[config.mk]
export PLATFORM = sky130hd
export DESIGN_NAME = uart_rx_ctrl
export DESIGN_NICKNAME = d
export VERILOG_FILES = /design/src/rtl/uart_rx_ctrl.sv
export SDC_FILE = /design/constraint.sdc
export NUM_CORES = 1
export LEC_CHECK = 0
export BUFFER_PORTS_ARGS = -buffer_cell sky130_fd_sc_hd__buf_2
export CORE_MARGIN = 8
export CORE_UTILIZATION = 57
export CTS_CLUSTER_SIZE = 20
export DETAILED_ROUTE_END_ITERATION = 8
export PLACE_DENSITY = 0.77
export SYNTH_ARGS = -nofsm -noshare
export SYNTH_HDL_FRONTEND = slang
export SYNTH_SLANG_ARGS = --single-unit
export TNS_END_PERCENT = 1
[constraint.sdc]
create_clock -name clk -period 2.57 [get_ports clk]
set_input_delay 0.514 -clock clk [delete_from_list [all_inputs] [get_ports clk]]
set_output_delay 0.514 -clock clk [all_outputs]
set_load 0.005 [all_outputs]
[src/rtl/uart_rx_ctrl.sv]
// uart_rx_ctrl
// ------------
// 8N1 UART receiver with a single-entry output register and valid/ready handoff.
// The serial input is synchronised into the clk domain, and each bit is sampled
// near its centre using a 16x oversample tick. A received byte is offered on
// Dout/valid until the consumer takes it with valid&ready. A bad stop bit
// produces a frame_err pulse. A byte that arrives while the output register is
// still full produces an overrun pulse and is dropped.
//
// Parameters
//   CLK_DIV    clk cycles per oversample tick (16 ticks per bit), 2..1023
//
// Ports
//   clk        system clock, all state changes on its rising edge
//   rst        asynchronous, active-low reset
//   Din        serial line, idle high, asynchronous to clk
//   rx_en      enables detection of a new start bit
//   Dout       received byte, LSB is the first data bit on the line
//   valid      Dout holds a byte that has not been consumed yet
//   ready      consumer takes Dout when valid&ready at a clk edge
//   frame_err  one-cycle pulse: stop bit sampled low, byte discarded
//   overrun    one-cycle pulse: byte dropped because Dout was still full
//   busy       high whenever the receiver is not idle
module uart_rx_ctrl #(
  parameter int CLK_DIV = 54
) (
  input  logic       clk,
  input  logic       rst,
  input  logic       Din,
  input  logic       rx_en,
  output logic [7:0] Dout,
  output logic       valid,
  input  logic       ready,
  output logic       frame_err,
  output logic       overrun,
  output logic       busy
);

  // The largest legal divider is 1023, so a 10-bit counter always fits.
  localparam logic [9:0] DIV_MAX = 10'(CLK_DIV - 1);

  typedef enum logic [1:0] {
    IDLE,
    START,
    DATA,
    STOP
  } state_t;

  state_t      state_q, state_d;
  logic        sync1_q, sync1_d;
  logic        sync2_q, sync2_d;
  logic        line_prev_q, line_prev_d;
  logic [9:0]  div_cnt_q, div_cnt_d;
  logic [3:0]  samp_cnt_q, samp_cnt_d;
  logic [2:0]  bit_cnt_q, bit_cnt_d;
  logic [7:0]  shift_q, shift_d;
  logic [7:0]  dout_q, dout_d;
  logic        valid_q, valid_d;
  logic        frame_err_q, frame_err_d;
  logic        overrun_q, overrun_d;
  logic        busy_q, busy_d;

  logic        line;
  logic        fall_edge;
  logic        tick;
  logic        mid_start;
  logic        bit_end;

  assign line      = sync2_q;
  // The previous-line flop resets high, so after reset only a genuine
  // high-to-low transition of the synchronised line can start a frame.
  // It also keeps a held-low break from retriggering after a bad frame.
  assign fall_edge = line_prev_q & ~line;
  // The tick counter is held at zero while idle, so tick never fires there.
  assign tick      = (state_q != IDLE) && (div_cnt_q == DIV_MAX);
  // The 8th tick after the start edge lands mid-start-bit; after that,
  // every 16th tick lands mid-bit.
  assign mid_start = tick && (samp_cnt_q == 4'd7);
  assign bit_end   = tick && (samp_cnt_q == 4'd15);

  // Next-state and datapath logic. The flag pulses default low so they
  // can only be high for the one cycle after the stop sample that set them.
  always_comb begin
    state_d     = state_q;
    sync1_d     = Din;
    sync2_d     = sync1_q;
    line_prev_d = sync2_q;
    div_cnt_d   = div_cnt_q;
    samp_cnt_d  = samp_cnt_q;
    bit_cnt_d   = bit_cnt_q;
    shift_d     = shift_q;
    dout_d      = dout_q;
    valid_d     = valid_q;
    frame_err_d = 1'b0;
    overrun_d   = 1'b0;

    if (state_q == IDLE) begin
      div_cnt_d = '0;
    end else if (tick) begin
      div_cnt_d  = '0;
      samp_cnt_d = samp_cnt_q + 4'd1;
    end else begin
      div_cnt_d = div_cnt_q + 10'd1;
    end

    // A consume clears valid unless the stop sample below reloads it
    // in the same cycle.
    if (valid_q && ready) begin
      valid_d = 1'b0;
    end

    case (state_q)
      IDLE: begin
        samp_cnt_d = '0;
        if (rx_en && fall_edge) begin
          state_d    = START;
          div_cnt_d  = '0;
          samp_cnt_d = '0;
        end
      end

      START: begin
        if (mid_start) begin
          if (!line) begin
            state_d    = DATA;
            samp_cnt_d = '0;
            bit_cnt_d  = '0;
          end else begin
            // The line went back high before mid-start-bit, so this was a glitch.
            state_d = IDLE;
          end
        end
      end

      DATA: begin
        if (bit_end) begin
          // Shifting right with the new bit at the top leaves the first bit
          // in bit 0 after eight samples.
          shift_d   = {line, shift_q[7:1]};
          bit_cnt_d = bit_cnt_q + 3'd1;
          if (bit_cnt_q == 3'd7) begin
            state_d = STOP;
          end
        end
      end

      STOP: begin
        if (bit_end) begin
          state_d = IDLE;
          if (!line) begin
            frame_err_d = 1'b1;
          end else if (!valid_q || ready) begin
            dout_d  = shift_q;
            valid_d = 1'b1;
          end else begin
            overrun_d = 1'b1;
          end
        end
      end

      default: begin
        state_d = IDLE;
      end
    endcase

    busy_d = (state_d != IDLE);
  end

  // All state registers. The synchroniser and edge flops reset to the
  // idle-line level so that reset release cannot look like a start edge.
  always_ff @(posedge clk or negedge rst) begin
    if (!rst) begin
      state_q     <= IDLE;
      sync1_q     <= 1'b1;
      sync2_q     <= 1'b1;
      line_prev_q <= 1'b1;
      div_cnt_q   <= '0;
      samp_cnt_q  <= '0;
      bit_cnt_q   <= '0;
      shift_q     <= '0;
      dout_q      <= '0;
      valid_q     <= 1'b0;
      frame_err_q <= 1'b0;
      overrun_q   <= 1'b0;
      busy_q      <= 1'b0;
    end else begin
      state_q     <= state_d;
      sync1_q     <= sync1_d;
      sync2_q     <= sync2_d;
      line_prev_q <= line_prev_d;
      div_cnt_q   <= div_cnt_d;
      samp_cnt_q  <= samp_cnt_d;
      bit_cnt_q   <= bit_cnt_d;
      shift_q     <= shift_d;
      dout_q      <= dout_d;
      valid_q     <= valid_d;
      frame_err_q <= frame_err_d;
      overrun_q   <= overrun_d;
      busy_q      <= busy_d;
    end
  end

  assign Dout      = dout_q;
  assign valid     = valid_q;
  assign frame_err = frame_err_q;
  assign overrun   = overrun_q;
  assign busy      = busy_q;

endmodule

==> results.py, run 1 <==
metrics = {
    "outcome": {
        "outcome": "finished, final reports clean",
    },
    "finish": {
        "n_fill_cell": 245,
        "syn_to_final_growth_pct": 11.0,
        "drive_above_1_share_pct": 31.0,
        "final_nets": 180,
        "multi_input_comb_area_um2": 769,
        "finish.utilization_pct": 66.7,
        "antenna_cells": 0,
        "final_common_cell": "dfrtp_1",
        "layout_common_cells": "dfrtp_1, nor2_1, mux2_2, buf_2, nand2_1",
        "seq_area_um2": 1050,
    },
    "floorplanning": {
        "start_util_pct": 60.1,
        "fp.coreArea_um2": 3080,
        "io_pins": 17,
        "dieArea_um2": 5330,
        "die_h_um": 73.0,
        "rows": 20,
        "die_w_um": 73.0,
    },
    "sta": {
        "period_needed_ps": 2320,
        "clock.fmax_mhz": 432,
        "slew_headroom_pct": 41.4,
        "finalClockSkew_ps": 14.9,
        "rsz0062_at_grt": "false",
        "setup_viol": 0,
        "tightest_slew_ps": 879,
        "finalCritPeriodShare_pct": 90.2,
        "hold_viol": 0,
        "slew_violations": 0,
        "fin_setup_tns_ps": 0,
        "setup_ws_ps": 253,
    },
    "worst_setup_path": {
        "cp_data_arrival_time_ps": 2570,
        "path_max_fanout": 11,
        "worstSetupPathType": "reg -> reg",
        "endpoint_kind": "flop",
        "required_ps": 2820,
        "cp-start-kind": "flop",
    },
    "placement": {
        "dpl.hpwl_um": 2350,
        "port_buffers": 16,
        "place_ws_ps": 260,
        "place_congestion": 0.765,
    },
    "synthesis": {
        "synthArstFlopShare_pct": 100,
        "yosys.cell_types.count": 37,
        "syn_inst": 149,
        "yosys_warnings": 0,
        "syn_area_um2": 1850,
        "postSynthAreaPerCell_um2": 12.4,
        "ys_seq_elements": 42,
        "synth_top_flop_cell": "dfrtp_1",
        "synth_nets": 159,
        "synth-edff-count": 0,
        "ys_seq_area_share_pct": 57.0,
    },
    "global_route": {
        "grt_max_degree": 43,
        "grt_pass1_wl_um": 5530,
        "antenna_found_initial": 0,
        "grtUsageTotal_pct": 13.6,
        "grt_pass1_vias": 1187,
        "grt-ovfl-total": 0,
    },
    "drt": {
        "avgRoutedWirePerCell_um": 15.3,
        "viasPerCell": 5.69,
        "drc": 0,
        "drt_iter0_drc": 141,
        "routed_wl_um": 3290,
        "drt_pass1_iterations": 4,
        "antenna_left": 0,
        "num_vias": 1224,
    },
    "power": {
        "pwr-share-seq_pct": 54.6,
        "p_per_area_nw_per_um2": 719,
        "comb_power_share_pct": 17.4,
        "swShare_pct": 29.2,
        "intPower_mw": 1.05,
        "ir_worst_vdd_mv": 0.385,
        "p_leak_nw": 0.997,
        "switchingPower_uw": 432,
        "p_clk_share_pct": 28.0,
    },
    "cts": {
        "cts_sinks": 42,
        "cts_tree": "done",
        "cts_max_level": 2,
        "cts_buffers": 5,
        "cts_buffer_depth": 2,
        "clock_latency_ps": 350,
        "postCtsSetupBuffers": 0,
        "ctsHoldBuffers": 0,
        "clockRootBuffer": "clkbuf_4",
        "clkTransAtPathRegs_ps": 120,
        "cts_resized": 0,
    },
    "flow_run": {
        "maxCapViolCount": 0,
    },
    "hold_path": {
        "hold_class": "in -> reg",
    },
}
## worst max-delay path: stages, from the launching register on
cell	delay, ps
dfrtp_1	420
inv_1	70
ha_1	150
or4b_4	470
or3_4	410
nor4_4	130
buf_4	220
mux2_2	350
## state kept, by name (all words and copies together), names as in the netlist
register,flops
div_cnt_q,10
Dout,8
shift_q,8
samp_cnt_q,4
bit_cnt_q,3
state_q,2
busy,1
frame_err,1
line,1
line_prev_q,1
overrun,1
sync1_q,1
valid,1
## synth_stat cells (3+ instances only)
library cell,n,area [um2]
xor2_1,6,52.6
ha_1,5,62.6
nand3_1,5,25.0
nand2_1,8,30.0
mux2_2,17,191
or3b_2,3,26.3
dfstp_2,3,78.8
nand4_1,5,31.3
a21oi_1,3,15.0
dfrtp_1,39,976
nor2_1,20,75.1
xnor2_1,3,26.3
## final timing paths
path | startpoint | end | slack (ps) | cells past startpoint
worst max-delay path | div_cnt_q[1] | shift_q[3] | 250 | 7
worst min register to register | sync1_q | line | 360 | 0
worst min-delay path | Din | sync1_q | 240 | 1
worst max register to register | div_cnt_q[1] | shift_q[3] | 250 | 7
max in group asynchronous | rst | div_cnt_q[0] | 1750 | 1
min in group asynchronous | rst | overrun | 260 | 1
## layout make-up
type,count,share of cell area [%]
clock buffers,6,2.01
flip-flops and latches,42,51.4
inverters,2,0.366
repair buffers,17,4.27
well taps,44,2.68
multi-input cells,102,37.5
clock inverters,2,1.83
## power groups by stage
stage / Clock [mW] / Combinational, mW / Sequential [mW]
after floorplan: 0 / 0.199 / 0.800
after global placement: 0 / 0.243 / 0.811
after detailed placement: 0 / 0.253 / 0.819
after CTS: 0.425 / 0.255 / 0.805
after global routing: 0.452 / 0.286 / 0.819
final: 0.414 / 0.256 / 0.806
## per-layer routing
metal / part of all wire, % / global-route usage [%] / wire (um)
met1: 43 / 16.5 / 1410
met2: 49 / 21.1 / 1610
met3: 5.8 / 3.71 / 191
met4: 2.3 / 8.22 / 76
met5: 0 / 0 / 0
## stage by stage
step | hold WS, ps | cells | instance area (um2) | power, mW
floorplan | 218 | 149 | 1850 | 0.999
global placement | 346 | 207 | 1970 | 1.05
detailed placement | 348 | 207 | 1970 | 1.07
CTS | 224 | 215 | 2050 | 1.49
global route | 216 | 215 | 2050 | 1.56
finish | 244 | 215 | 2050 | 1.48
## cells by family (layout without fill, tap and decap cells)
| family | after synthesis | count (layout) | share of synthesized area (%) |
|---|---|---|---|
| AOI/OAI and AO/OA | 14 | 14 | 5.14 |
| xor gates and xnor gates | 9 | 9 | 4.26 |
| adders and majority gates | 5 | 5 | 3.38 |
| buffers and inverters | 5 | 27 | 1.42 |
| DFF | 42 | 42 | 57.0 |
| muxes | 17 | 17 | 10.3 |
| and+or+nand+nor | 57 | 57 | 18.5 |
Power figures use the tool's default switching activity.
==> run 2: changes to the inputs <==
--- a/config.mk
+++ b/config.mk
@@ -6,11 +6,12 @@
 export NUM_CORES = 1
 export LEC_CHECK = 0
 export BUFFER_PORTS_ARGS = -buffer_cell sky130_fd_sc_hd__buf_2
-export CORE_MARGIN = 8
+export CORE_MARGIN = 2
 export CORE_UTILIZATION = 57
 export CTS_CLUSTER_SIZE = 20
 export DETAILED_ROUTE_END_ITERATION = 8
 export PLACE_DENSITY = 0.77
+export REMOVE_ABC_BUFFERS = 1
 export SYNTH_ARGS = -nofsm -noshare
 export SYNTH_HDL_FRONTEND = slang
 export SYNTH_SLANG_ARGS = --single-unit
==> run 2 against run 1 <==
Effect of this change:
- largest cell class unchanged
- sequential share of layout area is 0.094 points higher
- combinational power up 2%
- non-clock buffer count up 1
- core utilization is 0.12 points lower
- power down 3.6%
- cell count up 0.47%
- highest routed layer unchanged
- fmax is 0.21% lower
- critical path depth did not move
- critical path type unchanged
==> results.py, run 2 (synthesis gave the netlist of run 1 again) <==
metrics = {
    "outcome": {
        "outcome": "finished, final reports clean",
    },
    "sta": {
        "period_needed_ps": 2320,
        "slew_headroom_pct": 41.1,
        "rsz0062_at_grt": "false",
        "clock.fmax_mhz": 431,
        "finalClockSkew_ps": 6.99,
        "tightest_slew_ps": 884,
        "finalCritPeriodShare_pct": 90.4,
        "slew_violations": 0,
        "setup_viol": 0,
        "fin_setup_tns_ps": 0,
        "hold_viol": 0,
    },
    "drt": {
        "drt_pass1_iterations": 4,
        "avgRoutedWirePerCell_um": 14.6,
        "num_vias": 1198,
        "routed_wl_um": 3150,
        "drc": 0,
        "viasPerCell": 5.55,
        "drt_iter0_drc": 83,
        "antenna_left": 0,
    },
    "global_route": {
        "grt_max_degree": 43,
        "antenna_found_initial": 0,
        "grtUsageTotal_pct": 21.0,
        "grt-ovfl-total": 0,
        "grt_pass1_wl_um": 5560,
        "grt_pass1_vias": 1210,
    },
    "finish": {
        "final_common_cell": "dfrtp_1",
        "largest_reg_flops": 10,
        "fin_cells": 216,
        "syn_to_final_growth_pct": 10.8,
        "final_nets": 181,
        "top_register": "div_cnt_q",
        "drive_above_1_share_pct": 32.0,
        "layout_common_cells": "dfrtp_1, nor2_1, mux2_2, buf_2, nand2_1",
        "antenna_cells": 0,
    },
    "cts": {
        "cts_buffers": 5,
        "clock_latency_ps": 350,
        "postCtsSetupBuffers": 0,
        "ctsHoldBuffers": 0,
        "clkTransAtPathRegs_ps": 120,
        "cts_buffer_depth": 2,
        "cts_sinks": 42,
        "cts_max_level": 2,
        "cts_tree": "done",
        "cts_resized": 0,
        "clockRootBuffer": "clkbuf_4",
    },
    "placement": {
        "dpl.cell_count": 208,
        "port_buffers": 16,
        "dpl.hpwl_um": 2330,
        "place_congestion": 0.787,
    },
    "worst_setup_path": {
        "endpoint_kind": "flop",
        "path_max_fanout": 11,
        "required_ps": 2820,
        "cp_data_arrival_time_ps": 2570,
        "r2r_cells": 7,
        "worstSetupPathType": "reg -> reg",
        "cp-start-kind": "flop",
    },
    "flow_run": {
        "maxCapViolCount": 0,
    },
    "floorplanning": {
        "start_util_pct": 60.1,
        "die_h_um": 61.0,
        "dieArea_um2": 3720,
        "rows": 20,
        "die_w_um": 61.0,
        "fp.coreArea_um2": 3080,
        "io_pins": 17,
    },
    "hold_path": {
        "min_path_cells": 1,
        "hold_class": "in -> reg",
    },
    "power": {
        "p_per_area_nw_per_um2": 695,
        "ir_worst_vdd_mv": 0.390,
        "p_leak_nw": 0.999,
    },
}
run 2: cell count changes in the layout (fill, tap and decap cells not counted), sizes merged:
cell	delta
inv	+1
bufinv	-1
buf	+1
run 2: path summary, 6_finish.rpt:
check                      slack (ps)             to         start
max in group asynchronous        1750  samp_cnt_q[2]           rst
min reg2reg                       370           line       sync1_q
max reg2reg                       250     shift_q[4]  div_cnt_q[1]
max                               250     shift_q[4]  div_cnt_q[1]
min                               250        sync1_q           Din
min in group asynchronous         270   div_cnt_q[8]           rst
run 2: power breakdown:
part           total (mW)  switching [mW]  leakage [nW]  internal, mW
Clock               0.353           0.216        0.0349         0.137
Sequential          0.809          0.0812         0.554         0.728
Combinational       0.262           0.140         0.410         0.122
run 2: through the flow:
step	utilization, %	hold WS [ps]	power [mW]	worst slack (ps)	area, um2
final	66.6	249	1.42	248	2050
after global routing	66.6	211	1.53	134	2050
after CTS	66.6	234	1.44	239	2050
after detailed placement	64.4	355	1.09	256	1980
after global placement	64.4	351	1.07	310	1980
after floorplan	-	218	0.999	237	1830
run 2: layout make-up:
| cell class | instances | area (um2) |
|---|---|---|
| well taps | 44 | 55.1 |
| flip-flops and latches | 42 | 1050 |
| clock buffers | 6 | 51.3 |
| fillers | 251 | 1030 |
| inverters | 2 | 7.51 |
| repair buffers | 18 | 95.1 |
| multi-input cells | 102 | 769 |
| clock inverters | 2 | 16.3 |
run 2: worst max-delay path: stages (launching register included):
cell and delay, ps:
dfrtp_1 430, inv_1 70, ha_1 140, or4b_4 470, or3_4 410, nor4_4 140
buf_4 220, mux2_2 350
run 2: per-layer routing:
layer  track usage, %  share of wire, %
met5                0                 0
met4             6.83               1.4
met3             6.18               3.4
met2             35.2                52
met1             26.2                43
